[config.mk]
export PLATFORM = sky130hd
export DESIGN_NAME = alu_result_misr
export DESIGN_NICKNAME = d
export VERILOG_FILES = /design/src/rtl/alu_result_misr.sv
export SDC_FILE = /design/constraint.sdc
export NUM_CORES = 1
export LEC_CHECK = 0
export ABC_AREA = 1
export CAP_MARGIN = 25
export CORE_MARGIN = 5
export CORE_UTILIZATION = 47
export CTS_BUF_LIST = sky130_fd_sc_hd__clkbuf_2 sky130_fd_sc_hd__clkbuf_4 sky130_fd_sc_hd__clkbuf_8
export DETAILED_ROUTE_END_ITERATION = 10
export GPL_TIMING_DRIVEN = 0
export PLACE_DENSITY = 0.79
export SLEW_MARGIN = 20
export SYNTH_ARGS = -nofsm -noshare
export SYNTH_HDL_FRONTEND = slang
export SYNTH_SLANG_ARGS = --single-unit
[constraint.sdc]
create_clock -name clk -period 1.56 [get_ports clk]
set_clock_uncertainty 0.15 [all_clocks]
set_input_delay 0.234 -clock clk [delete_from_list [all_inputs] [get_ports clk]]
set_output_delay 0.234 -clock clk [all_outputs]
set_load 0.005 [all_outputs]
[src/rtl/alu_result_misr.sv]
// Compacts a stream of ALU results into a MISR signature and checks it against a golden value after NUM_SAMPLES captures.
// Latency: signature/count reflect a sample one cycle after its in_valid edge; done/pass register on the final-sample edge.
// Backpressure: none, every in_valid in CAPTURE is taken; optional idle timeout under `define MISR_TIMEOUT_EN.
module alu_result_misr #(
    parameter int               WIDTH       = 16,
    parameter logic [WIDTH-1:0] POLY        = WIDTH'(16'h1021),
    parameter logic [WIDTH-1:0] SEED        = WIDTH'(16'hFFFF),
    parameter int               NUM_SAMPLES = 20
`ifdef MISR_TIMEOUT_EN
    ,
    parameter int               TIMEOUT     = 64
`endif
) (
    input  logic                               clk,
    input  logic                               rst_n,
    input  logic                               start,
    input  logic                               in_valid,
    input  logic [WIDTH-1:0]                   in_data,
    input  logic [WIDTH-1:0]                   expected,
    output logic                               busy,
    output logic                               done,
    output logic                               pass,
    output logic [WIDTH-1:0]                   signature,
    output logic [$clog2(NUM_SAMPLES+1)-1:0]   count,
    output logic                               timeout
);

    localparam int CW = $clog2(NUM_SAMPLES + 1);

    typedef enum logic [1:0] {
        S_IDLE    = 2'd0,
        S_CAPTURE = 2'd1,
        S_DONE    = 2'd2
    } state_t;

    state_t           state_q, state_n;
    logic [WIDTH-1:0] sig_q, sig_n, nxt;
    logic [CW-1:0]    cnt_q, cnt_n;
    logic             done_q, done_n;
    logic             pass_q, pass_n;

`ifdef MISR_TIMEOUT_EN
    localparam int IW = $clog2(TIMEOUT + 1);
    logic [IW-1:0]    idle_q, idle_n;
    logic             tmo_q, tmo_n;
`endif

    assign nxt = {sig_q[WIDTH-2:0], 1'b0} ^ (sig_q[WIDTH-1] ? POLY : '0) ^ in_data;

    always_comb begin
        state_n = state_q;
        sig_n   = sig_q;
        cnt_n   = cnt_q;
        done_n  = done_q;
        pass_n  = pass_q;
`ifdef MISR_TIMEOUT_EN
        idle_n  = idle_q;
        tmo_n   = tmo_q;
`endif
        case (state_q)
            S_IDLE, S_DONE: begin
                if (start) begin
                    state_n = S_CAPTURE;
                    sig_n   = SEED;
                    cnt_n   = '0;
                    done_n  = 1'b0;
                    pass_n  = 1'b0;
`ifdef MISR_TIMEOUT_EN
                    idle_n  = '0;
                    tmo_n   = 1'b0;
`endif
                end
            end
            S_CAPTURE: begin
                // start wins over a same-cycle sample: the run restarts cleanly
                if (start) begin
                    sig_n = SEED;
                    cnt_n = '0;
`ifdef MISR_TIMEOUT_EN
                    idle_n = '0;
`endif
                end else if (in_valid) begin
                    sig_n = nxt;
                    cnt_n = cnt_q + 1'b1;
`ifdef MISR_TIMEOUT_EN
                    idle_n = '0;
`endif
                    if (cnt_q == CW'(NUM_SAMPLES - 1)) begin
                        state_n = S_DONE;
                        done_n  = 1'b1;
                        pass_n  = (nxt == expected);
                    end
                end
`ifdef MISR_TIMEOUT_EN
                else if (idle_q == IW'(TIMEOUT - 1)) begin
                    state_n = S_DONE;
                    done_n  = 1'b1;
                    pass_n  = 1'b0;
                    tmo_n   = 1'b1;
                end else begin
                    idle_n = idle_q + 1'b1;
                end
`endif
            end
            default: state_n = S_IDLE;
        endcase
    end

    always_ff @(posedge clk or negedge rst_n) begin
        if (!rst_n) begin
            state_q <= S_IDLE;
            sig_q   <= SEED;
            cnt_q   <= '0;
            done_q  <= 1'b0;
            pass_q  <= 1'b0;
`ifdef MISR_TIMEOUT_EN
            idle_q  <= '0;
            tmo_q   <= 1'b0;
`endif
        end else begin
            state_q <= state_n;
            sig_q   <= sig_n;
            cnt_q   <= cnt_n;
            done_q  <= done_n;
            pass_q  <= pass_n;
`ifdef MISR_TIMEOUT_EN
            idle_q  <= idle_n;
            tmo_q   <= tmo_n;
`endif
        end
    end

    assign busy      = (state_q == S_CAPTURE);
    assign done      = done_q;
    assign pass      = pass_q;
    assign signature = sig_q;
    assign count     = cnt_q;
`ifdef MISR_TIMEOUT_EN
    assign timeout   = tmo_q;
`else
    assign timeout   = 1'b0;
`endif

endmodule

# == Word level (Yosys, flattened, before mapping) ==
# Cells that the tools add are included.
# word_totals
inputBits,36
output_inout_bits,25
regBits,25
wordCells,46
# op_classes
add_sub_neg,1
n_bitwise,2
n_mux,23
reduce_logical,6
n_eq_ne,9
# ops
op,n
$mux 16,3
$pmux 16 s2,1
$eq 16x16->1,1
$xor 16x13->16,1
$xor 16x16->16,1
$mux 5,3
$mux 13,1
$pmux 5 s2,1
$mux 2,4
$mux 1,7
$ne 2x2->1 const B,3
$add 5x1->5 const B,1
$eq 5x5->1 const B,1
$reduce_and 5->1,1
$pmux 1 s2,2
$pmux 2 s2,1
$reduce_and 4->1,1
$ne 3x3->1 const B,1
$reduce_and 3->1,1
$eq 2x1->1 const B,1
$eq 2x2->1 const B,1
$logic_not 2->1,1
$ne 2x1->1 const B,1
$reduce_bool 2->1,1
$reduce_or 2->1,1

# == Logic depth before layout (Yosys ltp) ==
# depth
word_depth,8
ltp_mapped,10
mapped_depth_nobuf,10

# == Least setup slack after synthesis ==
# OpenSTA, ideal clock, no wires.
# synth_timing
path_kind,register -> register
startpoint,"register cnt_q[0], in the netlist count[0]"
endpoint,"register pass_q, in the netlist pass"
setup_ns,0.124
arrival_time_ns,1.184
stages_incl_launch_ff,8
period_less_slack_ns,1.457
required_time_ns,1.286
path_buffers,0
slack_ns,0.103
cell_sequence,dfrtp_1 -> ha_1 -> nand3_1 -> o21ai_0 -> nand4_1 -> nand2_1 -> inv_1 -> o21bai_2
# synth_between
elab_chain_len,3
# synth_rtl
item,line_no,source
start: declaration,38,"logic [CW-1:0] cnt_q, cnt_n;"
start signal: assignment,123,cnt_q <= cnt_n;
$eq 5x5->1,88,if (cnt_q == CW'(NUM_SAMPLES - 1)) begin
$ne 2x1->1 (no line),--,
$reduce_and 5->1 (no line),--,
end signal: assignment,125,pass_q <= pass_n;
end: declaration,40,"logic pass_q, pass_n;"
# No other way between the ends.
# A chain may end at the register's enable or synchronous reset.

# == Worst setup path in the final report ==
# layout_timing
startpoint,"register sig_q[11], in the netlist signature[11]"
endpoint,"register pass_q, in the netlist pass"
# layout_between
elab_chain_len,7
# layout_rtl
item,line_no,source
start: declaration,37,"logic [WIDTH-1:0] sig_q, sig_n, nxt;"
start signal: assignment,122,sig_q <= sig_n;
$xor 16x13->16,48,"assign nxt = {sig_q[WIDTH-2:0], 1'b0} ^ (sig_q[WIDTH-1] ? POLY : '0) ^ in_data;"
$xor 16x16->16,48,
$eq 16x16->1,91,pass_n = (nxt == expected);
$mux 1,88,
$mux 1,82,end else if (in_valid) begin
$mux 1,76,if (start) begin
$pmux 1 s2,60,case (state_q)
# No other way between the ends. The select of a mux whose other input is x is not followed.

==> flow_summary.toml <==
[timing]
rsz0062_at_grt = "true"
finalCritPeriodShare_pct = 99.55
holdWs_ns = 0.2117
finalSetupTns_ns = 0
drv_slew = 0
finalHoldViolations = 0
period_needed_ns = 1.553
worst_slew_pin_slew_ns = 0.6505
setup_viol = 0
max_freq_ghz = 0.6439
relSlewSlack_pct = 56.50

[logic_synthesis]
synth_edf_count = 0
postSynth.asyncResetShare_pct = 100.0
ys_types = 32
seq_area_frac_synth_pct = 35.46
netlist_area_um2 = 1820
synth-warning-count = 0
ys_ff_latch = 25
yosys-top-cells-area = "dfstp_2 (23%), nand2_1 (20%), dfrtp_1 (12%)"
yosysTopAreaCellShare_pct = 23.09
ys.flop_type = "dfstp_2"
avgSynthCellArea_um2 = 6.718
yosys.area.top_type = "dfstp_2"
syn_nets = 308
synth_cells = 271

[setup_path]
path_common_cell = "nand2_1"
path_cells = "buf_6 > inv_2 > nand2_2 > nand2_1 > nand2_1 > nand2_2 > nand2_1 > nand2_1 > nor2_1 > nand2_1 > o21bai_2"
critPathRequiredTime_ns = 1.62
crit_type = "flip-flop to flip-flop"
critical_path.slowest_cell = "dfstp_2"
cp_slowest_stage_delay_ns = 0.55
crit_path_start_kind = "flip-flop"
path_buf_inv = 2
arrival_ns = 1.61
critPathTopFamily = "simple AND/OR/NAND/NOR gates"
critical_path.endpoint_type = "flip-flop"
path_max_fanout = 3

[finish]
utilization_pct = 77.00
area_delta_synth_final_pct = 57.18
instances_no_fill = 415
final_nets = 405
num-fill-cells = 292
drive_above_1_share_pct = 30.25
antennaDiodeCount = 0
multi_input_area_um2 = 980.9
seqCellArea_um2 = 646.9

[die]
start_util_pct = 48.99
die-area_um2 = 5218
ios = 61
chipWidth_um = 72.24
row_count = 22
core_area_um2 = 3716
die_h_um = 72.24

[grt]
grtUsageTotal_pct = 19.27
grt_pass1_vias = 1876
antenna_found_initial = 0
grt_first_pass_wirelength_um = 8024
grt_max_degree = 14
grt-ovfl-total = 0

[clock_network]
cts-root-buf = "clkbuf_8"
clkTransAtPathRegs_ns = 0.09
cts.path.max_buffers = 2
cts_buffers = 3
clock_sinks = 25
cts_tree = "built"
cts-htree-levels = 1
clock_latency_ns = 0.27
ctsHoldBuffers = 0

[run_status]
status = "completed"

[place]
port_buffers = 59
dp.cells = 379
dp_hpwl_um = 3646
gp_congestion = 0.8743

[drt]
drt_pre_antenna_iters = 4
drt_iter0_drc = 119
drc = 0
vias = 2028
vias_per_cell = 4.887
ant_nets = 0
routedWlPerCell_um = 12.65
wirelength_um = 5248

[power_and_ir_drop]
ir_worst_vdd_mv = 0.5878
power_density_nw_per_um2 = 600.1
power_w = 0.001717
power.leakage_nw = 1.608

[flow_run]
drv_cap = 0

[hold_path]
hold_class = "primary input to async pin"
## flip-flops by register name, indices dropped and copies added (netlist names)
name / cells
count: 5
done: 1
pass: 1
signature: 16
state_q: 2
## path summary, 6_finish.rpt
path / from / endpoint / slack (ns) / cells after the start
hold / removal: rst_n / count[4]$_DFFE_PN0P_ / 0.21 / 1
setup / recovery: signature[11]$_DFFE_PN1P_ / pass$_DFFE_PN0P_ / 0.007 / 11
setup reg to reg: signature[11]$_DFFE_PN1P_ / pass$_DFFE_PN0P_ / 0.007 / 11
max in group asynchronous: rst_n / signature[0]$_DFFE_PN1P_ / 0.45 / 2
min in group clk: start / state_q[0]$_DFFE_PN0P_ / 0.21 / 3
hold reg to reg: signature[2]$_DFFE_PN1P_ / signature[2]$_DFFE_PN1P_ / 0.34 / 2
## logic make-up (layout without fill, tap and decap cells)
kind of cell	Yosys count	count (layout)	share of synthesized area, %
other	1	1	0.2060
AND/OR/NAND/NOR	151	151	36.15
buffers and inverters	63	159	14.64
XOR/XNOR	1	1	0.4812
flip-flops	25	25	35.46
adder cells (fa/ha/maj)	1	1	0.6872
AO/OA/AOI/OAI	29	29	12.37
## worst register-to-register path: stages (launching register included)
cell      delay (ns)
dfstp_2         0.55
buf_6           0.10
inv_2           0.03
nand2_2         0.05
nand2_1         0.05
nand2_1         0.07
nand2_2         0.07
nand2_1         0.06
nand2_1         0.06
nor2_1          0.12
nand2_1         0.09
o21bai_2        0.10
## through the flow
| step | area [µm²] | setup slack (ns) |
|---|---|---|
| global route | 2861 | -0.09382 |
| finish | 2861 | 0.006964 |
| floorplan | 1821 | 0.1026 |
| detailed placement | 2486 | -0.2125 |
| CTS | 2663 | 0.002606 |
| global placement | 2471 | -0.2069 |
## power by group
group | switching (W) | leakage [nW] | total, W | internal [W]
clock network | 0.000203 | 0.0262 | 0.000403 | 0.000200
logic | 0.000279 | 1.30 | 0.000576 | 0.000298
registers | 0.0000317 | 0.286 | 0.000738 | 0.000706
total | 0.000513 | 1.61 | 0.00172 | 0.00120
## layout by cell type, fill, tap and decap left out, types with 2 or more instances in the layout
cell type / n
o21ai_0: 5
inv_2: 12
a32oi_1: 6
nand3b_1: 3
a22oi_1: 6
clkbuf_8: 3
nand3_1: 23
nand3_2: 4
buf_4: 30
dlymetal6s2s_1: 4
nor2_4: 2
a21oi_2: 2
nor2_1: 6
o21ai_1: 2
dfrtp_1: 8
dfstp_2: 16
o22ai_1: 2
nand2_1: 86
clkdlybuf4s50_1: 35
dlygate4sd2_1: 18
buf_8: 2
nand2_2: 18
inv_1: 46
buf_6: 6
nor2_2: 6
## cell type report
cell class | count | area share (%)
multi-input combinational | 183 | 34.28
timing repair buffer | 92 | 29.91
sequential | 25 | 22.61
inverter | 59 | 7.827
tap | 48 | 2.099
clock buffer | 4 | 1.705
buffer | 4 | 1.574
## layer usage
metal  vias to the layer above  routed length (µm)  GRT usage, %  share of wire, %
met3                         6                 334         3.601               6.4
met2                        59                2695         35.59                51
met4                         0                  63         4.384               1.2
met5                         -                   0             0                 0
li1                       1046                   -             -                 -
met1                       917                2155         22.92                41
## repair_timing
action,in CTS,in global routing
pin swaps,10,25
buffers inserted,21,14
gates cloned,0,1
endpoints found under the setup margin,22,21
gates resized for setup,28,35
## Yosys cell counts (2+ instances only)
master and number:
buf_6 2, a21oi_2 2, dfstp_2 16, dfrtp_1 9, nand2_1 99, a32oi_1 6, inv_2 8, nor2_1 11
nand2_2 6, nand3_2 3, nand3b_1 3, o22ai_1 2, o21ai_0 6, nand3_1 24, nor2_2 2, a22oi_1 6
inv_1 51
Note: power is estimated with default switching activity, not from simulation.
==> RTL change, RTL diff (same flow settings) <==
Set the parameter `NUM_SAMPLES` to 40 (it was 20).
--- a/src/rtl/alu_result_misr.sv
+++ b/src/rtl/alu_result_misr.sv
@@ -5,7 +5,7 @@
     parameter int               WIDTH       = 16,
     parameter logic [WIDTH-1:0] POLY        = WIDTH'(16'h1021),
     parameter logic [WIDTH-1:0] SEED        = WIDTH'(16'hFFFF),
-    parameter int               NUM_SAMPLES = 20
+    parameter int               NUM_SAMPLES = 40
 `ifdef MISR_TIMEOUT_EN
     ,
     parameter int               TIMEOUT     = 64
Interface: changed (resized count); port bits go from 61 to 62. No check against the original RTL was run, so the function may have changed too.
==> RTL change against the unedited design <==
- the run now ends with setup timing left
- synthesized area hardly changed
- sequential cell count is 1 higher
- die area hardly changed
- via count is 1.3% higher
- design area is 0.96% lower
- setup slack worse by 0.012 ns
- maximum frequency is 0.79% lower
- critical endpoint unchanged
- first-iteration DRC count is 13% higher
- global-route usage is 0.39 points higher
- routed wire length is 0.29% higher
- hold slack better by 0.13 ns
- critical path depth stayed put
Power is not compared: it rests on default switching activity, and its combinational part moved more than twofold at a synthesized area within 25%.
==> RTL change: results (changes against the unedited design) <==
- Status: complete, but fails checks
- Failing checks: setup timing
- Vias post-DR: 2,055 (+1.3%)
- Iter 0 DRT Violations: 134 (+13%)
- Worst slack at placement: -0.2161 ns (-0.003628 ns)
- Layout cells sized above 1: 0.2568 (-0.04570)
- FFs w/ async S/R, synth: 1.000 (unchanged)
- Worst vdd ir: 958.4 µV
- Port Buf Inserts: 60 (+1.7%)
- HPWL after DPL: 3.624 mm (-0.61%)
- DRT Pass-1 Iters: 4 (unchanged)
- Initial antenna violation count: 0 (unchanged)
- Ant diodes: 0 (unchanged)
- Synth area leaders: dfstp_2, nand2_1, dfrtp_1, inv_1, nand3_1
- Setup TNS: -0.005378 ns (-0.005378 ns)
- Post CTS Setup Buffer Count: 22 (+4.8%)
- Unique masters post-synth: 28 (-13%)
- Syn Area/Cell: 6.601 µm² (-1.7%)
- GP Congestion: 0.8190 (-6.3%)
- Max reg flops: 16 (unchanged)
- Inserted Clock Buffers: 3 (unchanged)
- Setup WS post-layout: -0.005378 ns (-0.01234 ns)
- # setup viols final: 1 (+1)
- Post-synth top cells: nand2_1, inv_1, nand3_1
- Rel. slew slack: 0.5946 (+0.02964)
- Number of fill cells: 298 (+2.1%)
- CTS clock-pin slew for the worst setup and hold paths: 0.09 ns (about the same)
- Post-cts sizing count: 30 (+7.1%)
- First-pass GRT wire length: 8.148 mm (+1.5%)
- Nets: 408 (+0.74%)
- Final design utilization: 0.7626 (-0.007408)
- Vias in the first global route: 1,941 (+3.5%)
- Critical path arrival: 1.62 ns
- Syn nets: 313 (+1.6%)
- CTS Hold Bufs: 1 (+1)
- Hold slack: 0.3372 ns (+0.1255 ns)
- Average routed wire per standard cell: 12.59 µm (-0.43%)
- Clk_lat worst skew: 0.28 ns
- Synth warnings: 0 (unchanged)
- Placed cell count: 384 (+1.3%)
- Top FF cell, synth: dfstp_2
- P_leak: 1.616 nW
- Vias per cell: 4.916 (+0.60%)
- Hold crit path type: reg2reg
- Post-DP Area: 2477 µm² (-0.35%)
- Maximum fanout along the worst path: 5 (+2)
- Total global-route track usage: 0.1966 (+0.003888)
- Post-synthesis sequential area ratio: 0.3681 (+0.01349)
- Pin count of the biggest net entering global routing: 27 (+13)
## RTL change: cell count changes after synthesis, sizes merged, moves of 2 or more
cell    unedited run  this run
nor2              14        17
o22ai              2         0
inv               59        61
nand3             27        24
a22oi              7         5
o21ai              8        10
nand2            105       102
a21oi              3         7
nand3b             3         5
## RTL change: critical path, stage by stage (launching register included)
cell	delay, ns
dfstp_2	0.55
buf_6	0.12
inv_6	0.05
nand2_4	0.05
nand2_2	0.05
nand2_2	0.07
nand2_2	0.05
nand2_1	0.05
nand2_1	0.05
nor2_1	0.11
nand2_1	0.07
o21bai_1	0.13
## RTL change: worst paths after layout
check	startpoint	endpoint	cells past startpoint
setup / recovery	signature[15]	pass	11
hold / removal	signature[0]	signature[0]	2
setup reg to reg	signature[15]	pass	11
hold reg to reg	signature[0]	signature[0]	2
max in group asynchronous	rst_n	state_q[1]	2
min in group asynchronous	rst_n	count[5]	2
## RTL change: cells by family after synthesis
logic type	count (synthesis)	share of synthesized area
and+or+nand+nor	149	0.3551
buffers and inverters	65	0.1429
AOI/OAI and AO/OA	34	0.1250
DFF	26	0.3681
adders and majority gates	1	0.006867
other	1	0.002058
## RTL change: where the power goes
group          switching [mW]  total [mW]  internal [mW]
Sequential              0.146        1.13          0.989
Combinational            1.14        2.18           1.04
Clock                   0.226       0.452          0.226
Total                    1.51        3.76           2.25
## RTL change: area by class of cell
cell class,instances,area share
well taps,48,0.02119
flip-flops and latches,26,0.2366
inverters,61,0.08344
multi-input cells,185,0.3417
repair buffers,90,0.2865
plain buffers,4,0.01104
clock buffers,4,0.01943
## RTL change: per-layer routing
layer	wire, µm	GRT usage	share of wire
met1	2228	0.2435	0.42
met2	2711	0.3559	0.52
met3	264	0.01524	0.050
met4	57	0.06889	0.011
met5	0	0	0
